$ cat src/rtl/debug_rf_reader.sv
// Debug bus initiator: walks register-file debug addresses, captures each word,
// and streams it as a 5-byte packet (header + data MSB first) over a valid/ready byte channel.
module debug_rf_reader #(
  parameter int unsigned FIRST_REG     = 0,
  parameter int unsigned LAST_REG      = 31,
  parameter int unsigned SETTLE_CYCLES = 1
) (
  input  logic        clk,
  input  logic        rst,
  input  logic        start,
  input  logic        single,
  input  logic [4:0]  sel_addr,
  output logic [4:0]  rf_ra,
  input  logic [31:0] rf_rd,
  output logic [7:0]  tx_data,
  output logic        tx_valid,
  input  logic        tx_ready,
  output logic        busy,
  output logic        done
);

  localparam int unsigned AW = 5;
  localparam int unsigned DW = 32;
  localparam int unsigned BW = 8;
  localparam int unsigned CW = 4;
  localparam int unsigned IW = 3;

  if (FIRST_REG > LAST_REG || LAST_REG > 31) begin : g_bad_range
    $error("debug_rf_reader: need FIRST_REG <= LAST_REG <= 31");
  end
  if (SETTLE_CYCLES < 1 || SETTLE_CYCLES > 15) begin : g_bad_settle
    $error("debug_rf_reader: SETTLE_CYCLES must be 1..15");
  end

  typedef enum logic [1:0] {IDLE, SETTLE, SEND, DONE} state_t;

  state_t        state, state_nx;
  logic [CW-1:0] cnt;
  logic [IW-1:0] idx;
  logic [DW-1:0] hold;
  logic          single_q;
  logic [BW-1:0] next_byte;
  logic          accept, settle_last, hs, last_byte, last_reg;

  // State register
  always_ff @(posedge clk) begin
    if (rst) state <= IDLE;
    else     state <= state_nx;
  end

  // Next-state logic
  always_comb begin
    state_nx = state;
    case (state)
      IDLE:    if (accept) state_nx = SETTLE;
      SETTLE:  if (settle_last) state_nx = SEND;
      SEND:    if (hs && last_byte) state_nx = last_reg ? DONE : SETTLE;
      DONE:    state_nx = IDLE;
      default: state_nx = IDLE;
    endcase
  end

  // Control strobes decoded from state and counters
  always_comb begin
    accept      = 1'b0;
    settle_last = 1'b0;
    hs          = 1'b0;
    last_byte   = (idx == IW'(4));
    last_reg    = single_q || (rf_ra == AW'(LAST_REG));
    case (state)
      IDLE:    accept      = start;
      SETTLE:  settle_last = (cnt == CW'(SETTLE_CYCLES - 1));
      SEND:    hs          = tx_valid && tx_ready;
      default: ;
    endcase
  end

  // Data byte following the current one (idx 0 is the header)
  always_comb begin
    next_byte = hold[31:24];
    case (idx)
      IW'(1):  next_byte = hold[23:16];
      IW'(2):  next_byte = hold[15:8];
      IW'(3):  next_byte = hold[7:0];
      default: next_byte = hold[31:24];
    endcase
  end

  // Datapath and registered outputs
  always_ff @(posedge clk) begin
    if (rst) begin
      rf_ra    <= '0;
      tx_data  <= '0;
      tx_valid <= 1'b0;
      busy     <= 1'b0;
      done     <= 1'b0;
      cnt      <= '0;
      idx      <= '0;
      hold     <= '0;
      single_q <= 1'b0;
    end else begin
      done <= 1'b0;
      if (accept) begin
        single_q <= single;
        rf_ra    <= single ? sel_addr : AW'(FIRST_REG);
        cnt      <= '0;
        busy     <= 1'b1;
      end
      if (state == SETTLE) begin
        cnt <= cnt + CW'(1);
        if (settle_last) begin
          hold     <= rf_rd;
          tx_data  <= {3'b101, rf_ra};
          tx_valid <= 1'b1;
          idx      <= '0;
        end
      end
      if (hs) begin
        if (last_byte) begin
          tx_valid <= 1'b0;
          cnt      <= '0;
          if (last_reg) begin
            busy <= 1'b0;
            done <= 1'b1;
          end else begin
            rf_ra <= rf_ra + AW'(1);
          end
        end else begin
          tx_data <= next_byte;
          idx     <= idx + IW'(1);
        end
      end
    end
  end

endmodule

$ cat config.mk
export PLATFORM = sky130hd
export DESIGN_NAME = debug_rf_reader
export DESIGN_NICKNAME = d
export VERILOG_FILES = /design/src/rtl/debug_rf_reader.sv
export SDC_FILE = /design/constraint.sdc
export NUM_CORES = 1
export LEC_CHECK = 0
export BUFFER_PORTS_ARGS = -buffer_cell sky130_fd_sc_hd__buf_2
export CORE_MARGIN = 2
export CORE_UTILIZATION = 53
export CTS_CLUSTER_SIZE = 14
export DETAILED_ROUTE_END_ITERATION = 16
export GPL_TIMING_DRIVEN = 1
export PLACE_DENSITY = 0.81
export RECOVER_POWER = 100
export SETUP_SLACK_MARGIN = 0.02
export SLEW_MARGIN = 20
export SYNTH_ARGS = -nofsm -noshare
export SYNTH_HDL_FRONTEND = slang
export SYNTH_SLANG_ARGS = --single-unit
$ cat constraint.sdc
create_clock -name clk -period 3.7 [get_ports clk]
set_input_delay 0.555 -clock clk [delete_from_list [all_inputs] [get_ports clk]]
set_output_delay 0.555 -clock clk [all_outputs]
set_load 0.05 [all_outputs]
# Yosys cells after proc, flatten, opt, wreduce, memory -nomap -nowiden
# Index checks and enable logic that the tools add are counted.
[classes]
add_sub_neg = 3
muxes = 35
n_bitwise = 2
reduce_logical = 8
eq_ne = 11
[ops]
columns = ["op", "n"]
rows = [
  ["8-bit 2-to-1 mux", 4],
  ["5-bit 2-to-1 mux", 5],
  ["8-bit case mux with 3 select lines", 1],
  ["4-bit 2-to-1 mux", 4],
  ["1-bit 2-to-1 mux", 12],
  ["3-bit 2-to-1 mux", 4],
  ["2-bit 2-to-1 mux", 4],
  ["2-bit case mux with 4 select lines", 1],
  ["3-bit by 2-bit equality test with 1-bit output, second input constant", 2],
  ["2-bit inequality test, second input constant", 3],
  ["5-bit by 1-bit adder with 5-bit output, second input constant", 1],
  ["5-bit equality test, second input constant", 1],
  ["4-bit by 1-bit adder with 4-bit output, second input constant", 1],
  ["2-bit equality test, second input constant", 2],
  ["4-bit zero test", 1],
  ["3-bit by 1-bit adder with 3-bit output, second input constant", 1],
  ["3-bit by 1-bit equality test with 1-bit output, second input constant", 1],
  ["3-bit equality test, second input constant", 1],
  ["3-bit AND reduction", 1],
  ["3-bit OR reduction", 1],
  ["2-bit by 1-bit equality test with 1-bit output, second input constant", 1],
  ["1-bit logical AND", 2],
  ["2-bit zero test", 1],
  ["1-bit NOT", 2],
  ["2 further kinds", 2],
]
[word_totals]
regBits = 58
out_inout_bits = 16

# Logic depth before layout (Yosys ltp)
[logic_depth]
depth_word = 6
depth_mapped = 8

# Worst setup path after synthesis
# OpenSTA, ideal clock, no wires.
[synth_timing]
path_type = "reg-to-reg"
start = "register rf_ra[0]"
end = "register rf_ra[2]"
arrival_ps = 1851
path_stages_with_launch = 7
t_required_ps = 3626
synth_period_minus_slack_ps = 1925
slack_ps = 1775
path_cell_list = "dfxtp_1 -> ha_1 -> and3_1 -> ha_1 -> nor4_1 -> o21ai_0 -> a31oi_1"
[synth_via]
elab_chain_cells = 5
[synth_lines]
columns = ["element", "line", "source"]
rows = [
  ["from (decl)", "13", "output logic [4:0] rf_ra,"],
  ["from (signal assigned)", "105", "rf_ra <= single ? sel_addr : AW'(FIRST_REG);"],
  ["from (signal assigned)", "126", "rf_ra <= rf_ra + AW'(1);"],
  ["parallel branches: the longest is 2 deep, another holds 5-bit by 1-bit adder with 5-bit output", "-", ""],
  ["5-bit 2-to-1 mux *", "122", "if (last_reg) begin"],
  ["5-bit 2-to-1 mux *", "119", "if (last_byte) begin"],
  ["5-bit 2-to-1 mux *", "118", "if (hs) begin"],
]
# Every way passes the cells marked *.
# A chain may end at the register's enable or synchronous reset.

# Final worst setup path
[layout_timing]
start = "register cnt[0]"
end = "register tx_data[1]"
[layout_via]
elab_chain_cells = 6
[layout_lines]
columns = ["element", "line", "source"]
rows = [
  ["from (decl)", "38", "logic [CW-1:0] cnt;"],
  ["from (signal assigned)", "110", "cnt <= cnt + CW'(1);"],
  ["4-bit zero test *", "72", "SETTLE: settle_last = (cnt == CW'(SETTLE_CYCLES - 1));"],
  ["1-bit 2-to-1 mux *", "70", "case (state)"],
  ["8-bit 2-to-1 mux *", "111", "if (settle_last) begin"],
  ["8-bit 2-to-1 mux *", "109", "if (state == SETTLE) begin"],
  ["8-bit 2-to-1 mux", "119", ""],
  ["8-bit 2-to-1 mux *", "118", ""],
  ["to (signal assigned)", "113", "tx_data <= {3'b101, rf_ra};"],
  ["to (signal assigned)", "129", "tx_data <= next_byte;"],
  ["to (decl)", "15", "output logic [7:0] tx_data,"],
]
# Every way passes the cells marked *; elsewhere a longest branch is shown, timed or not.

==> flow_summary_export.csv <==
group,metric,value,unit
outcome,status,"finished with violations",
outcome,violations,"max-capacitance violations, max-slew violations",
setup_path,r2r-start,"cnt[0]$_SDFF_PP0_",
cts,htree_levels,3,
setup_path,reg2reg_depth,7,
setup_path,crit_arrival,2890,ps
yosys,avgSynthCellArea,8.155,sq um
grt,grt_pass1_wl,10.23,mm
finish,finish.instance_area,3027,sq um
run,maxCapViolCount,1,
floorplanning,die_area,5419,sq um
yosys,synth.area.mux_share,0.008281,
yosys,synth_fa_ha_area_frac,0.04384,
cts,max-clock-path-buffers,2,
cts,clock_sinks,58,
placement,place_inst,408,
sta,setup_ws,1046,ps
finish,n_antenna_cell,0,
cts,cts.hold.buffers_added,0,
grt,grt_max_degree,55,
grt,grt_usage,0.2509,
power,intPower,1.131,mW
cts,cts-resized-gates,0,
sta,setup_tns,0,ps
setup_path,ff2ff_setup_slack,1050,ps
worst_hold_path,hold_path_end,"hold[2]$_SDFFE_PP0P_",
yosys,synthDistinctLibCells,43,
yosys,ys_warn_count,0,
setup_path,critPathLaunchType,"flip-flop",
detailed_routing,drt_first_pass_iters,4,
grt,antenna_found_initial,0,
sta,hold_viol_final,0,
floorplanning,die_h,73.62,microns
cts,postCtsSetupBuffers,0,
sta,fin_crit,2654,ps
yosys,synth_top_family_by_area,"simple AND/OR/NAND/NOR gates",
cts,cts_root_buffer,"clkbuf_8",
setup_path,slowest_stage,"clkbuf_1",
yosys,ys_seq_area_frac,0.4520,
power,vdd_drop_max,0.2732,mV
yosys,synth_flop_cell,"dfxtp_1",
floorplanning,initial_core_util,0.5475,
worst_hold_path,min_from,"rf_rd[2]",
worst_hold_path,holdPathStages,3,
setup_path,cp_common_cell,"nand2_1",
placement,routabilityCongestion,0.8608,
finish,syn2layout_area_growth,17.83,%
detailed_routing,routedWlPerCell,14.69,microns
sta,slew_headroom,-0.1334,
setup_path,cp-end-kind,"flip-flop",
detailed_routing,routed_wl,6.230,mm
placement,pre_cts_slack,1676,ps
setup_path,critical_path_class,"flip-flop to flip-flop",
yosys,synth_nets,366,
sta,fmax,376.8,MHz
grt,gr-total-overflow,0,
cts,cts_tree,"built",
sta,skew,7.662,ps
sta,finalSetupViolCount,0,
detailed_routing,routed-via-count,2407,
yosys,async_reset_ff_frac,0,
setup_path,r2r-end,"tx_data[1]$_SDFF_PP0_",
power,combPwrFrac,0.135,
floorplanning,std_cell_rows,25,
floorplanning,ios,58,
yosys,synth_edf_count,0,
sta,post-route-period-util,0.7173,
sta,hold_ws,448.5,ps
sta,maxSlewViolCount,41,
sta,max_slew.worst_pin.slew,1700,ps
finish,fillers,444,
placement,placement.io_buffers,57,
finish,final_layout_size_suffix_gt1_frac,0.1703,
power,p_sw,0.4236,mW
floorplanning,coreArea,4692,sq um
setup_path,crit_required,3930,ps
power,p_leak,1.145,nW
setup_path,crit_fanout,40,
setup_path,path_cells,"inv_1 -> ha_1 -> nor3b_1 -> nand2_1 -> clkbuf_1 -> nand2_1 -> a311oi_1",
worst_hold_path,hold_path.class,"input port to flip-flop",
detailed_routing,postRouteAntennaNets,0,
finish,fin_cells,424,
finish,nNetsFinal,416,
yosys,synth_xor_xnor_area_share,0.003410,
detailed_routing,route.detailed.drc,0,
detailed_routing,drtIter0Drc,185,
setup_path,cpPeakStageDelay,1220,ps
floorplanning,chipWidth,73.62,microns
yosys,ys_ff_latch,58,
yosys,synth_compound_area_frac,0.2021,
placement,place_area,2844,sq um
finish,postLayoutCoreUtil,0.6451,
yosys,synth-simple-area-share,0.2426,
power,pwr-share-clk,0.413,
cts,cts_inserted_buffers,9,
cts,clock_latency,340,ps
yosys,syn_area,2569,sq um
power,power.total,1.555,mW
sta,rsz0062_at_grt,"false",
placement,dpl.hpwl,4.274,mm
grt,grt_pass1_vias,2249,
detailed_routing,vias_per_cell,5.677,
yosys,syn_inst,315,
power,power_frac_seq,0.452,
power,power.density,513.7,nW/um^2
cts,clkTransAtPathRegs,70,ps
power,p_sw_frac,0.2725,
## flip-flops by register name (all words and copies together), names as in the netlist, named ones only
signal / count
hold: 32
tx_data: 8
rf_ra: 5
cnt: 4
idx: 2
state: 2
busy: 1
done: 1
single_q: 1
tx_valid: 1
## synth_stat cells (2+ instances only)
cell	number	area, sq um
ha_1	9	112.6
nor2_1	12	45.04
dfxtp_1	58	1161
nand4_1	2	12.51
nand3_1	7	35.03
nand2_1	85	319.1
a21oi_1	46	230.2
a22o_1	5	43.79
o32ai_1	5	43.79
or3_1	2	12.51
buf_1	2	7.510
nor2b_1	5	31.28
o21ba_2	3	30.03
and2_1	6	37.54
a311oi_1	6	52.55
buf_4	2	15.01
nor3_1	7	35.03
a222oi_1	3	30.03
and3_1	3	18.77
inv_1	6	22.52
clkbuf_1	11	41.29
buf_2	5	25.02
a211oi_1	5	37.54
## critical path, delay by kind of cell (launching register included)
kind	cells	cell delay (ps)
AOI/OAI and AO/OA	1	320
adders and majority gates	1	190
buffers and inverters	2	1300
DFF	1	350
and+or+nand+nor	3	380
## placed cells by master, fill, tap and decap left out, drive strengths merged, types with 2 or more instances in the layout
cell     n
dfxtp   58
a21oi   47
and3     3
nor3b    2
and2     6
a222oi   3
clkinv   2
o32ai    5
o21ba    3
a211oi   5
nand4    2
buf     41
nand2   85
nor3     7
bufinv   2
a311oi   6
nor2    12
or3      2
ha       9
a22o     5
nor2b    5
clkbuf  30
inv      6
nand3    7
## final cells by class
class / count / area (sq um) / area share
Clock buffer: 11 / 141.4 / 0.04671
Clock inverter: 5 / 77.57 / 0.02563
Inverter: 6 / 22.52 / 0.007441
Multi-Input combinational cell: 230 / 1280 / 0.4229
Sequential cell: 58 / 1161 / 0.3836
Tap cell: 54 / 67.56 / 0.02232
Timing Repair Buffer: 60 / 276.5 / 0.09136
## power by group through the flow
stage          combinational [mW]  sequential [mW]  clock [mW]
6_report                    0.210            0.702       0.642
5_1_grt                     0.234            0.708       0.678
4_1_cts                     0.218            0.702       0.653
3_5_place_dp                0.217            0.715           0
3_3_place_gp                0.212            0.713           0
2_1_floorplan               0.128            0.742           0
## kinds of logic (layout without fill, tap and decap cells)
| kind of cell | count (synthesis) | in the layout |
|---|---|---|
| adder cells (fa/ha/maj) | 9 | 9 |
| buffers and inverters | 27 | 82 |
| multiplexers | 2 | 2 |
| AND/OR/NAND/NOR | 138 | 138 |
| AO/OA/AOI/OAI | 80 | 80 |
| XOR/XNOR | 1 | 1 |
| flip-flops | 58 | 58 |
## metal layers
layer	vias to the layer above	share of wire	global-route usage
met4	0	0.025	0.1535
met3	19	0.063	0.06036
li1	1201	-	-
met2	85	0.48	0.3760
met5	-	0	0
met1	1102	0.43	0.3247
## worst max-delay path by stage
stage / to / slack (ps) / depth (start not counted) / from
3_5_place_dp: tx_data[4]$_SDFF_PP0_ / 1680 / 5 / state[0]$_SDFFE_PP0P_
6_report: tx_data[1]$_SDFF_PP0_ / 1050 / 7 / cnt[0]$_SDFF_PP0_
3_3_place_gp: tx_data[4]$_SDFF_PP0_ / 1710 / 7 / cnt[0]$_SDFF_PP0_
5_1_grt: tx_data[1]$_SDFF_PP0_ / 800 / 7 / cnt[0]$_SDFF_PP0_
2_1_floorplan: rf_ra[2]$_SDFF_PP0_ / 1770 / 6 / rf_ra[0]$_SDFF_PP0_
4_1_cts: tx_data[1]$_SDFF_PP0_ / 1600 / 5 / state[0]$_SDFFE_PP0P_
(Power assumes the default switching activity.)
